## src/rtl/button_event_pkg.sv

```systemverilog
`default_nettype none
// +------------------------------------------------------------------------+
// | Package  : button_event_pkg                                            |
// | Purpose  : Shared types and defaults for the button event arbiter:     |
// |            per-channel state encoding, event record, 100 MHz timing    |
// |            defaults and the counter-width helper.                      |
// | Ports    : none (package)                                              |
// | Config   : BTN_AUTO_REPEAT_EN selects IDLE/HOLD/REPEAT channels;       |
// |            when undefined, CH_HOLD acts as the PRESSED state.          |
// | Revision : 1.0  initial release                                        |
// +------------------------------------------------------------------------+
package button_event_pkg;

  typedef enum logic [1:0] {
    CH_IDLE   = 2'd0,
    CH_HOLD   = 2'd1,
    CH_REPEAT = 2'd2
  } ch_state_e;

  // Without auto-repeat the second state simply means "button is down".
  localparam ch_state_e CH_PRESSED = CH_HOLD;

  // Event record as seen by downstream consumers (id zero-extended).
  localparam int EVT_ID_MAX_W = 8;
  typedef struct packed {
    logic [EVT_ID_MAX_W-1:0] id;
    logic                    rpt;
  } evt_t;

  // 0.5 s to first repeat, 0.1 s between repeats at 100 MHz.
  localparam int DEF_HOLD_CYCLES   = 50_000_000;
  localparam int DEF_REPEAT_CYCLES = 10_000_000;

  // Counter must hold max(HOLD,REPEAT)-1; never narrower than one bit.
  function automatic int cnt_width(input int hold_c, input int rep_c);
    int m;
    m = (hold_c > rep_c) ? hold_c : rep_c;
    return (m < 2) ? 1 : $clog2(m);
  endfunction

endpackage
`default_nettype wire

```

## src/rtl/button_event_arbiter_btn_channel.sv

```systemverilog
`default_nettype none
// +------------------------------------------------------------------------+
// | Module   : btn_channel                                                 |
// | Purpose  : One button channel: rising-edge detect, press/hold/repeat   |
// |            FSM with down-counter, and a single-entry pending slot.     |
// | Ports    : clk, rst_n (sync, active-low)                               |
// |            btn_lvl_i  debounced level, 1 = pressed                     |
// |            grant_i    arbiter takes this channel's slot this cycle     |
// |            pending_o  slot holds an undelivered event                  |
// |            repeat_o   pending event is an auto-repeat                  |
// |            drop_o     (comb) an event is being discarded this cycle    |
// | Config   : BTN_AUTO_REPEAT_EN enables HOLD/REPEAT counters; otherwise  |
// |            IDLE/PRESSED only and HOLD/REPEAT parameters are unused.    |
// | Revision : 1.0  initial release                                        |
// +------------------------------------------------------------------------+
module btn_channel
  import button_event_pkg::*;
#(
  parameter int HOLD_CYCLES   = 8,
  parameter int REPEAT_CYCLES = 4,
  parameter int CNT_W         = 3
) (
  input  logic clk,
  input  logic rst_n,
  input  logic btn_lvl_i,
  input  logic grant_i,
  output logic pending_o,
  output logic repeat_o,
  output logic drop_o
);

  ch_state_e state_q, state_d;
  logic      btn_q;
  logic      pend_q, pend_d;
  logic      rpt_q, rpt_d;
  logic      w_rise;
  logic      w_raise;
  logic      w_raise_rpt;

  assign w_rise = btn_lvl_i & ~btn_q;

`ifdef BTN_AUTO_REPEAT_EN
  localparam logic [CNT_W-1:0] HOLD_LOAD = CNT_W'(HOLD_CYCLES - 1);
  localparam logic [CNT_W-1:0] REP_LOAD  = CNT_W'(REPEAT_CYCLES - 1);

  logic [CNT_W-1:0] cnt_q, cnt_d;

  // Release has priority over an expiring counter, so a repeat is never
  // raised on the edge the button is seen low.
  always_comb begin
    state_d     = state_q;
    cnt_d       = cnt_q;
    w_raise     = 1'b0;
    w_raise_rpt = 1'b0;
    case (state_q)
      CH_IDLE: begin
        if (w_rise) begin
          state_d = CH_HOLD;
          w_raise = 1'b1;
          cnt_d   = HOLD_LOAD;
        end
      end
      CH_HOLD, CH_REPEAT: begin
        if (!btn_lvl_i) begin
          state_d = CH_IDLE;
        end else if (cnt_q == '0) begin
          state_d     = CH_REPEAT;
          w_raise     = 1'b1;
          w_raise_rpt = 1'b1;
          cnt_d       = REP_LOAD;
        end else begin
          cnt_d = cnt_q - 1'b1;
        end
      end
      default: state_d = CH_IDLE;
    endcase
  end

  always_ff @(posedge clk) begin
    if (!rst_n) begin
      cnt_q <= '0;
    end else begin
      cnt_q <= cnt_d;
    end
  end
`else
  always_comb begin
    state_d     = state_q;
    w_raise     = 1'b0;
    w_raise_rpt = 1'b0;
    case (state_q)
      CH_IDLE: begin
        if (w_rise) begin
          state_d = CH_PRESSED;
          w_raise = 1'b1;
        end
      end
      CH_PRESSED: begin
        if (!btn_lvl_i) state_d = CH_IDLE;
      end
      default: state_d = CH_IDLE;
    endcase
  end
`endif

  // Slot: a grant frees it this cycle, so a coincident new event refills
  // it without loss. Otherwise the event already waiting wins.
  always_comb begin
    pend_d = pend_q;
    rpt_d  = rpt_q;
    drop_o = 1'b0;
    if (grant_i) begin
      pend_d = w_raise;
      rpt_d  = w_raise & w_raise_rpt;
    end else if (w_raise) begin
      if (pend_q) begin
        drop_o = 1'b1;
      end else begin
        pend_d = 1'b1;
        rpt_d  = w_raise_rpt;
      end
    end
  end

  always_ff @(posedge clk) begin
    if (!rst_n) begin
      state_q <= CH_IDLE;
      btn_q   <= 1'b0;
      pend_q  <= 1'b0;
      rpt_q   <= 1'b0;
    end else begin
      state_q <= state_d;
      btn_q   <= btn_lvl_i;
      pend_q  <= pend_d;
      rpt_q   <= rpt_d;
    end
  end

  assign pending_o = pend_q;
  assign repeat_o  = rpt_q;

endmodule
`default_nettype wire

```

## src/rtl/button_event_arbiter.sv

```systemverilog
`default_nettype none
// +------------------------------------------------------------------------+
// | Module   : button_event_arbiter                                        |
// | Purpose  : Turns NUM_BTN debounced button levels into press (and       |
// |            optional auto-repeat) events and serializes them through a  |
// |            round-robin arbiter onto one valid/ready event stream.      |
// | Ports    : clk, rst_n (sync, active-low)                               |
// |            btn_lvl[NUM_BTN]  debounced levels, 1 = pressed             |
// |            evt_valid/evt_ready  event handshake                        |
// |            evt_id[ID_W]      originating button index                  |
// |            evt_repeat        0 = press, 1 = auto-repeat                |
// |            evt_drop          1-cycle pulse: event lost to a full slot  |
// | Config   : BTN_AUTO_REPEAT_EN enables hold-to-repeat; when undefined   |
// |            exactly one event per press and evt_repeat stays 0.         |
// | Revision : 1.0  initial release                                        |
// +------------------------------------------------------------------------+
module button_event_arbiter
  import button_event_pkg::*;
#(
  parameter int NUM_BTN       = 4,
  parameter int HOLD_CYCLES   = DEF_HOLD_CYCLES,
  parameter int REPEAT_CYCLES = DEF_REPEAT_CYCLES,
  parameter int ID_W          = $clog2(NUM_BTN)
) (
  input  logic               clk,
  input  logic               rst_n,
  input  logic [NUM_BTN-1:0] btn_lvl,
  output logic               evt_valid,
  input  logic               evt_ready,
  output logic [ID_W-1:0]    evt_id,
  output logic               evt_repeat,
  output logic               evt_drop
);

  localparam int CNT_W = cnt_width(HOLD_CYCLES, REPEAT_CYCLES);

  logic [NUM_BTN-1:0] w_pend;
  logic [NUM_BTN-1:0] w_rpt;
  logic [NUM_BTN-1:0] w_drop;
  logic [NUM_BTN-1:0] w_grant;

  logic               evt_valid_q;
  logic [ID_W-1:0]    evt_id_q;
  logic               evt_rpt_q;
  logic               evt_drop_q;
  logic [ID_W-1:0]    rr_q, rr_d;

  logic               w_load;
  logic               w_found;
  logic [ID_W-1:0]    w_sel;

  for (genvar g = 0; g < NUM_BTN; g++) begin : g_ch
    btn_channel #(
      .HOLD_CYCLES   (HOLD_CYCLES),
      .REPEAT_CYCLES (REPEAT_CYCLES),
      .CNT_W         (CNT_W)
    ) u_ch (
      .clk       (clk),
      .rst_n     (rst_n),
      .btn_lvl_i (btn_lvl[g]),
      .grant_i   (w_grant[g]),
      .pending_o (w_pend[g]),
      .repeat_o  (w_rpt[g]),
      .drop_o    (w_drop[g])
    );
  end

  assign w_load = ~evt_valid_q | evt_ready;

  // Round-robin pick: lowest pending index at or above rr_q, else wrap to
  // the lowest pending index overall. Scanning downward lets the last hit
  // be the lowest index without a variable-index search.
  always_comb begin
    logic            found_hi;
    logic [ID_W-1:0] sel_hi;
    logic [ID_W-1:0] sel_lo;
    found_hi = 1'b0;
    sel_hi   = '0;
    sel_lo   = '0;
    w_found  = 1'b0;
    for (int i = NUM_BTN - 1; i >= 0; i--) begin
      if (w_pend[i]) begin
        w_found = 1'b1;
        sel_lo  = ID_W'(i);
        if (ID_W'(i) >= rr_q) begin
          found_hi = 1'b1;
          sel_hi   = ID_W'(i);
        end
      end
    end
    w_sel = found_hi ? sel_hi : sel_lo;
  end

  always_comb begin
    w_grant = '0;
    if (w_load && w_found) w_grant[w_sel] = 1'b1;
    if (w_sel == ID_W'(NUM_BTN - 1)) rr_d = '0;
    else                             rr_d = w_sel + 1'b1;
  end

  always_ff @(posedge clk) begin
    if (!rst_n) begin
      evt_valid_q <= 1'b0;
      evt_id_q    <= '0;
      evt_rpt_q   <= 1'b0;
      evt_drop_q  <= 1'b0;
      rr_q        <= '0;
    end else begin
      evt_drop_q <= |w_drop;
      if (w_load) begin
        evt_valid_q <= w_found;
        if (w_found) begin
          evt_id_q  <= w_sel;
          evt_rpt_q <= w_rpt[w_sel];
          rr_q      <= rr_d;
        end
      end
    end
  end

  assign evt_valid  = evt_valid_q;
  assign evt_id     = evt_id_q;
  assign evt_repeat = evt_rpt_q;
  assign evt_drop   = evt_drop_q;

endmodule
`default_nettype wire
```

## config.mk

```make
export PLATFORM = sky130hd
export DESIGN_NAME = button_event_arbiter
export DESIGN_NICKNAME = d
export VERILOG_FILES = /design/src/rtl/button_event_pkg.sv /design/src/rtl/button_event_arbiter_btn_channel.sv /design/src/rtl/button_event_arbiter.sv
export SDC_FILE = /design/constraint.sdc
export NUM_CORES = 1
export LEC_CHECK = 0
export ABC_AREA = 1
export BUFFER_PORTS_ARGS = -buffer_cell sky130_fd_sc_hd__buf_2
export CORE_AREA = 5 5 60 62
export CTS_BUF_LIST = sky130_fd_sc_hd__clkbuf_8
export DETAILED_ROUTE_END_ITERATION = 8
export DIE_AREA = 0 0 65 67
export PLACE_DENSITY = 0.6
export SLEW_MARGIN = 20
export SYNTH_ARGS = -nofsm -noshare
export SYNTH_HDL_FRONTEND = slang
export SYNTH_HIERARCHICAL = 1
export SYNTH_SLANG_ARGS = --single-unit
```

## constraint.sdc

```tcl
create_clock -name clk -period 2.45 [get_ports clk]
set_input_delay 0.245 -clock clk [delete_from_list [all_inputs] [get_ports clk]]
set_output_delay 0.245 -clock clk [all_outputs]
set_load 0.02 [all_outputs]
```

==> impl_metrics.env, run 1 <==
export IMPL_path_cells="nand2_1 > nand2_2 > o211ai_1 > a21oi_2 > nand2_2 > nand2_2 > ha_1 > inv_1 > nor2_1 > inv_1 > nand2_1 > nor2_1 > nor4_1 > nor2_1"
export IMPL_finalNetCount=165
export IMPL_min_period_ns=1.96
export IMPL_die_area_mm2=0.00436
export IMPL_fin_tns_setup_ns=0
export IMPL_synth_largest_area_cell="dfxtp_1"
export IMPL_area_growth_pct=11.5
export IMPL_synth_top_area_share_pct=38.7
export IMPL_diodes=0
export IMPL_ys_top_cells_by_count="inv_1 (37), nor2_1 (22), dfxtp_1 (19)"
export IMPL_cp_slowest_stage_delay_ns=0.41
export IMPL_dieWidth_um=65
export IMPL_design_core_area_mm2=0.00298
export IMPL_place_hpwl_um=1310
export IMPL_netlist_area_um2=983
export IMPL_start_util_pct=33.0
export IMPL_slowest_stage="dfxtp_1"
export IMPL_overflow=0
export IMPL_synth_distinct_cells=17
export IMPL_synth_area_top_cells="dfxtp_1 (39%), inv_1 (14%), nor2_1 (8.4%), nand2_1 (6.9%), a21oi_2 (5.3%)"
export IMPL_critPathKind="reg -> reg"
export IMPL_cts_sinks=19
export IMPL_cts_clk_slew_worst_paths_ns=0.07
export IMPL_min_delay_start="btn_lvl[3]"
export IMPL_power_density_mw_per_mm2=750
export IMPL_fmax_ghz=0.509
export IMPL_synth_async_reset_ratio_pct=0
export IMPL_start_kind="flop"
export IMPL_drt_initial_drc_count=18
export IMPL_hold_buffers=0
export IMPL_port_buffers=11
export IMPL_hold_viol=0
export IMPL_ys_warn_count=6
export IMPL_grt_pass1_vias=739
export IMPL_ir_drop_uv=327
export IMPL_cts_resized=0
export IMPL_synth_most_common_cell="inv_1"
export IMPL_antenna_found_initial=0
export IMPL_cp_required_ns=2.59
export IMPL_final_util_pct=36.8
export IMPL_finalSetupViolations=0
export IMPL_ys_ff_latch=19
export IMPL_grt_usage_pct=8.52
export IMPL_startpoint="rr_q[1]$_SDFFE_PN0P_"
export IMPL_gp_congestion=0.787
export IMPL_drive_gt1_share_pct=19.0
export IMPL_finalCritPeriodShare_pct=80.2
export IMPL_total_power_uw=822
export IMPL_wl_per_cell_um=9.04
export IMPL_postRouteAntennaNets=0
export IMPL_h_tree_depth=1
export IMPL_clockBufferDepth=2
export IMPL_ios=12
export IMPL_synthesis_instances=142
export IMPL_num_vias=809
export IMPL_cts_root_buf="clkbuf_8"
export IMPL_cts_buffers=3
export IMPL_synth_edf_count=0
export IMPL_p_leak_nw=0.562
export IMPL_cp_end_kind="flop"
export IMPL_hold_path_class="in -> reg"
export IMPL_tritoncts="built"
export IMPL_critPathBufInv=2
export IMPL_via_per_inst=4.35
export IMPL_maxCapViolations=0
export IMPL_firstDrtPassIters=4
export IMPL_avgSynthCellArea_um2=6.93
export IMPL_crit_arrival_ns=2.11
export IMPL_post_cts_buffers=0
export IMPL_synth_nets=153
export IMPL_wl_um=1680
export IMPL_drc_errors=0
export IMPL_die_y_um=67
export IMPL_rows=20
export IMPL_rsz0062_at_grt="no"
export IMPL_worstPathMaxFanout=7
export IMPL_cp_top_family="simple AND/OR/NAND/NOR gates"
export IMPL_grt_max_degree=15
export IMPL_clk_latency_ns=0.25
export IMPL_reg2reg_from="rr_q[1]$_SDFFE_PN0P_"
export IMPL_fin_worst_skew_ns=0.00139
export IMPL_grt_pass1_wl_um=2930
export IMPL_synth_ff_type="dfxtp_1"
export IMPL_status="complete, no violations"
export IMPL_ys_seq_area_share_pct=38.7
export IMPL_drv_slew=0
[worst paths after layout]
check | to | slack, ns | cells after the start
setup / recovery | evt_drop$_SDFF_PN0_ | 0.49 | 14
hold / removal | g_ch[3].u_ch/btn_q$_SDFF_PN0_ | 0.22 | 3
setup reg to reg | evt_drop$_SDFF_PN0_ | 0.49 | 14
hold reg to reg | g_ch[3].u_ch/state_q[0]$_SDFFE_PN0P_ | 0.43 | 1
[per-layer routing]
metal	track usage, %	routed length [µm]
met1	10.2	836
met3	2.19	55
met4	3.17	0
met5	0	0
met2	14.6	790
[stage by stage]
step / cells / hold WS (ns) / setup slack (ns) / instance area (µm²)
after detailed placement: 182 / 0.423 / 0.480 / 1050
final: 186 / 0.215 / 0.485 / 1100
after global placement: 182 / 0.414 / 0.550 / 1050
after CTS: 186 / 0.211 / 0.459 / 1100
after floorplan: 142 / 0.343 / 0.701 / 983
after global routing: 186 / 0.217 / 0.238 / 1100
[kinds of logic (layout without fill, tap and decap cells)]
group	Yosys count	in the layout	synth area share [%]
compound gates	18	18	11.7
fa+ha+maj	4	4	5.09
buf+inv	42	53	17.6
flops	19	19	38.7
other cells	4	4	1.53
simple gates	55	55	25.4
[cells in the final DEF (no fill, tap or decap), drive strengths merged]
| cell | instances |
|---|---|
| conb | 4 |
| buf | 11 |
| a21oi | 12 |
| clkinv | 1 |
| o21ai | 5 |
| nor4 | 1 |
| nor2 | 22 |
| clkbuf | 3 |
| nand2 | 21 |
| inv | 38 |
| ha | 4 |
| nand3 | 10 |
| o211ai | 1 |
| nor3 | 1 |
| dfxtp | 19 |
[report_power, final]
group          switching, mW  internal, mW  leakage [nW]
registers             0.0250         0.345         0.158
logic                  0.155        0.0832         0.379
clock network          0.101         0.113        0.0255
[area by class of cell]
type | instances | area, µm²
repair buffers | 11 | 55.1
inverters | 38 | 143
fillers | 312 | 1880
well taps | 33 | 41.3
flip-flops and latches | 19 | 380
multi-input cells | 81 | 430
clock inverters | 1 | 5.00
clock buffers | 3 | 41.3
[worst register-to-register path, stage by stage, from the launching register on]
cell and delay (ns):
dfxtp_1 0.41, nand2_1 0.09, nand2_2 0.08, o211ai_1 0.11, a21oi_2 0.14, nand2_2 0.08
nand2_2 0.13, ha_1 0.16, inv_1 0.04, nor2_1 0.10, inv_1 0.05, nand2_1 0.09
nor2_1 0.06, nor4_1 0.26, nor2_1 0.07
[sequential cells by signal (all words and copies together), names as in the netlist]
name                 count
evt_repeat               1
evt_valid                1
evt_drop                 1
g_ch.u_ch/btn_q          4
g_ch.u_ch/pending_o      4
evt_id                   2
g_ch.u_ch/state_q        4
rr_q                     2
Note: power is estimated with default switching activity, not from simulation.
==> run 2: changes to the inputs <==
- ABC_AREA: 1 -> 0
- CORE_AREA: 5 5 60 62 -> 5 5 58 60
- DIE_AREA: 0 0 65 67 -> 0 0 63 65
- PLACE_DENSITY: 0.6 -> 0.62
- clock period: 2.45 -> 2 ns (I/O delays scaled with it)
==> run 2 against run 1 <==
  * Sequential share of layout area grew 0.87 points
  * Sequential cell count unchanged
  * Fmax rose by 2.3%
  * Largest cell class unchanged
  * First-iteration DRC count shrank 50%
  * Core utilization grew 0.72 points
  * Highest routed layer is now met4
  * Clock skew increased by 0.0045 ns
  * Critical path depth fell by 5
  * Final cell count is 23% lower
  * Via count shrank 19%
  * Count of clock-buffer cells in the layout unchanged
  * Largest power group unchanged
  * Hold slack lost 0.046 ns
  * Non-clock buffer count grew 4
==> impl_metrics.env, run 2 <==
export IMPL_maxCapViolations=0
export IMPL_cp_top_family="compound AO/OA/AOI/OAI gates"
export IMPL_seqCellArea_um2=384
export IMPL_synth_ff_type="dfxtp_1"
export IMPL_area_growth_pct=15.4
export IMPL_drc_errors=0
export IMPL_firstDrtPassIters=3
export IMPL_cts_clk_slew_worst_paths_ns=0.07
export IMPL_drv_slew=0
export IMPL_fill_cells=285
export IMPL_synth_top_family_by_area="simple AND/OR/NAND/NOR gates"
export IMPL_hold_viol=0
export IMPL_design_core_area_mm2=0.00288
export IMPL_cts_buffers=3
export IMPL_grt_max_degree=18
export IMPL_final_util_pct=37.5
export IMPL_start_util_pct=32.5
export IMPL_ys_top_cells_by_count="dfxtp_1 (19), and2_1 (12), inv_1 (7), nor2b_1 (7), mux2i_1 (6)"
export IMPL_cts_root_buf="clkbuf_8"
export IMPL_hold_path_class="in -> reg"
export IMPL_clk_latency_ns=0.26
export IMPL_place_hpwl_um=1170
export IMPL_synth_edf_count=0
export IMPL_critPathBufInv=1
export IMPL_cts_sinks=19
export IMPL_critPathKind="reg -> reg"
export IMPL_synth_distinct_cells=27
export IMPL_antenna_found_initial=0
export IMPL_synth_area_top_cells="dfxtp_1 (41%), and2_1 (8.0%), mux2i_1 (6.4%), ha_1 (5.3%), nor3b_2 (5.3%)"
export IMPL_p_leak_nw=0.479
export IMPL_min_period_ns=1.92
export IMPL_cp_required_ns=2.14
export IMPL_die_area_mm2=0.00410
export IMPL_synth_fa_ha_area_share_pct=5.35
export IMPL_synthMuxAreaShare_pct=6.42
export IMPL_synthesis_instances=96
export IMPL_h_tree_depth=1
export IMPL_p_sw_share_pct=28.9
export IMPL_wl_um=1600
export IMPL_power_frac_comb_pct=23.5
export IMPL_ys_ff_latch=19
export IMPL_synth_simple_area_share_pct=24.6
export IMPL_grt_usage_pct=8.79
export IMPL_ios=12
export IMPL_dieWidth_um=63
export IMPL_ir_drop_uv=446
export IMPL_worstPathMaxFanout=6
export IMPL_intPower_uw=660
export IMPL_fmax_ghz=0.521
export IMPL_netlist_area_um2=936
export IMPL_r2r_slack_ns=0.08
export IMPL_slowest_stage="o41a_1"
export IMPL_tritoncts="built"
export IMPL_port_buffers=11
export IMPL_drt_initial_drc_count=9
export IMPL_gp_congestion=0.841
export IMPL_overflow=0
export IMPL_synth_largest_area_cell="dfxtp_1"
export IMPL_synth_compound_area_share_pct=14.8
export IMPL_finalNetCount=122
export IMPL_power_switching_uw=268
export IMPL_synth_async_reset_ratio_pct=0
export IMPL_cp_end_kind="flop"
export IMPL_multi_input_area_um2=498
export IMPL_grt_pass1_wl_um=2820
export IMPL_synth_xor_area_share_pct=0
export IMPL_grt_pass1_vias=678
export IMPL_ys_seq_area_share_pct=40.6
export IMPL_layout_common_cells="dfxtp_1 (16), and2_1 (12), buf_2 (11)"
export IMPL_total_power_uw=928
export IMPL_synth_nets=107
export IMPL_num_vias=657
export IMPL_synth_top_area_share_pct=40.6
export IMPL_via_per_inst=4.59
export IMPL_wl_per_cell_um=11.2
export IMPL_cp_slowest_stage_delay_ns=0.40
export IMPL_final_common_cell="dfxtp_1"
export IMPL_power_density_mw_per_mm2=859
export IMPL_fin_worst_skew_ns=0.00588
export IMPL_crit_arrival_ns=2.06
export IMPL_clockPowerShare_pct=28.2
export IMPL_start_kind="flop"
export IMPL_ys_warn_count=6
export IMPL_drive_gt1_share_pct=26.4
export IMPL_power_frac_seq_pct=48.3
export IMPL_clockBufferDepth=2
export IMPL_finalSetupViolations=0
export IMPL_postRouteAntennaNets=0
export IMPL_avgSynthCellArea_um2=9.75
export IMPL_diodes=0
export IMPL_finalCritPeriodShare_pct=96.0
export IMPL_cpMostUsedCell="and2_1"
export IMPL_rows=20
export IMPL_path_cells="buf_4 > mux2i_1 > o22ai_1 > nor2_4 > ha_1 > and2_1 > nor2b_1 > and2_1 > o41a_1"
export IMPL_die_y_um=65
export IMPL_status="complete, no violations"
export IMPL_synth_most_common_cell="dfxtp_1"
run 2: through the flow:
| stage | TNS (ns) | worst slack [ns] | cell area, µm² | hold slack, ns | std cells |
|---|---|---|---|---|---|
| floorplan | 0 | 0.137 | 936 | 0.318 | 96 |
| global placement | 0 | 0.0839 | 1020 | 0.430 | 138 |
| detailed placement | 0 | 0.0750 | 1020 | 0.436 | 138 |
| CTS | 0 | 0.0647 | 1060 | 0.171 | 142 |
| global route | -0.0454 | -0.0454 | 1080 | 0.179 | 143 |
| finish | 0 | 0.0800 | 1080 | 0.170 | 143 |
run 2: area by class of cell:
cell class,instances,area share [%]
Sequential cell,19,35.6
Multi-Input combinational cell,65,46.1
Tap cell,33,3.82
Clock inverter,1,0.348
Clock buffer,3,3.82
Inverter,7,2.43
Timing Repair Buffer,15,7.88
run 2: path summary, 6_finish.rpt:
| kind | from | end | depth (start not counted) |
|---|---|---|---|
| worst max register to register | g_ch[2].u_ch/pending_o$_SDFFE_PN0P_ | evt_drop$_SDFF_PN0_ | 9 |
| worst min register to register | g_ch[0].u_ch/state_q[0]$_SDFFE_PN0P_ | g_ch[0].u_ch/state_q[0]$_SDFFE_PN0P_ | 2 |
| worst max-delay path | g_ch[2].u_ch/pending_o$_SDFFE_PN0P_ | evt_drop$_SDFF_PN0_ | 9 |
| worst min-delay path | btn_lvl[1] | g_ch[1].u_ch/btn_q$_SDFF_PN0_ | 2 |
run 2: per-layer routing:
metal / track usage, % / vias up / part of all wire (%)
li1: - / 341 / -
met1: 9.07 / 291 / 44
met2: 13.8 / 14 / 46
met3: 2.77 / 11 / 4.6
met4: 8.49 / 0 / 4.9
met5: 0 / - / 0
run 2: cell families (layout without fill, tap and decap cells):
group           count (synthesis)  in the layout
simple gates                   32             32
compound gates                 19             19
flops                          19             19
buf+inv                        12             26
mux                             6              6
fa+ha+maj                       4              4
other cells                     4              4
run 2: power by group through the flow:
stage | logic, mW | clock network [mW] | registers, mW
after detailed placement | 0.214 | 0 | 0.452
after global placement | 0.210 | 0 | 0.450
after global routing | 0.246 | 0.293 | 0.453
after floorplan | 0.144 | 0 | 0.465
final | 0.218 | 0.261 | 0.448
after CTS | 0.214 | 0.272 | 0.444
run 2: what timing repair did:
item                                    CTS  global route
gates resized for setup                   0             4
buffers inserted                          0             1
endpoints found under the setup margin    0             1
hold buffers                              0             0
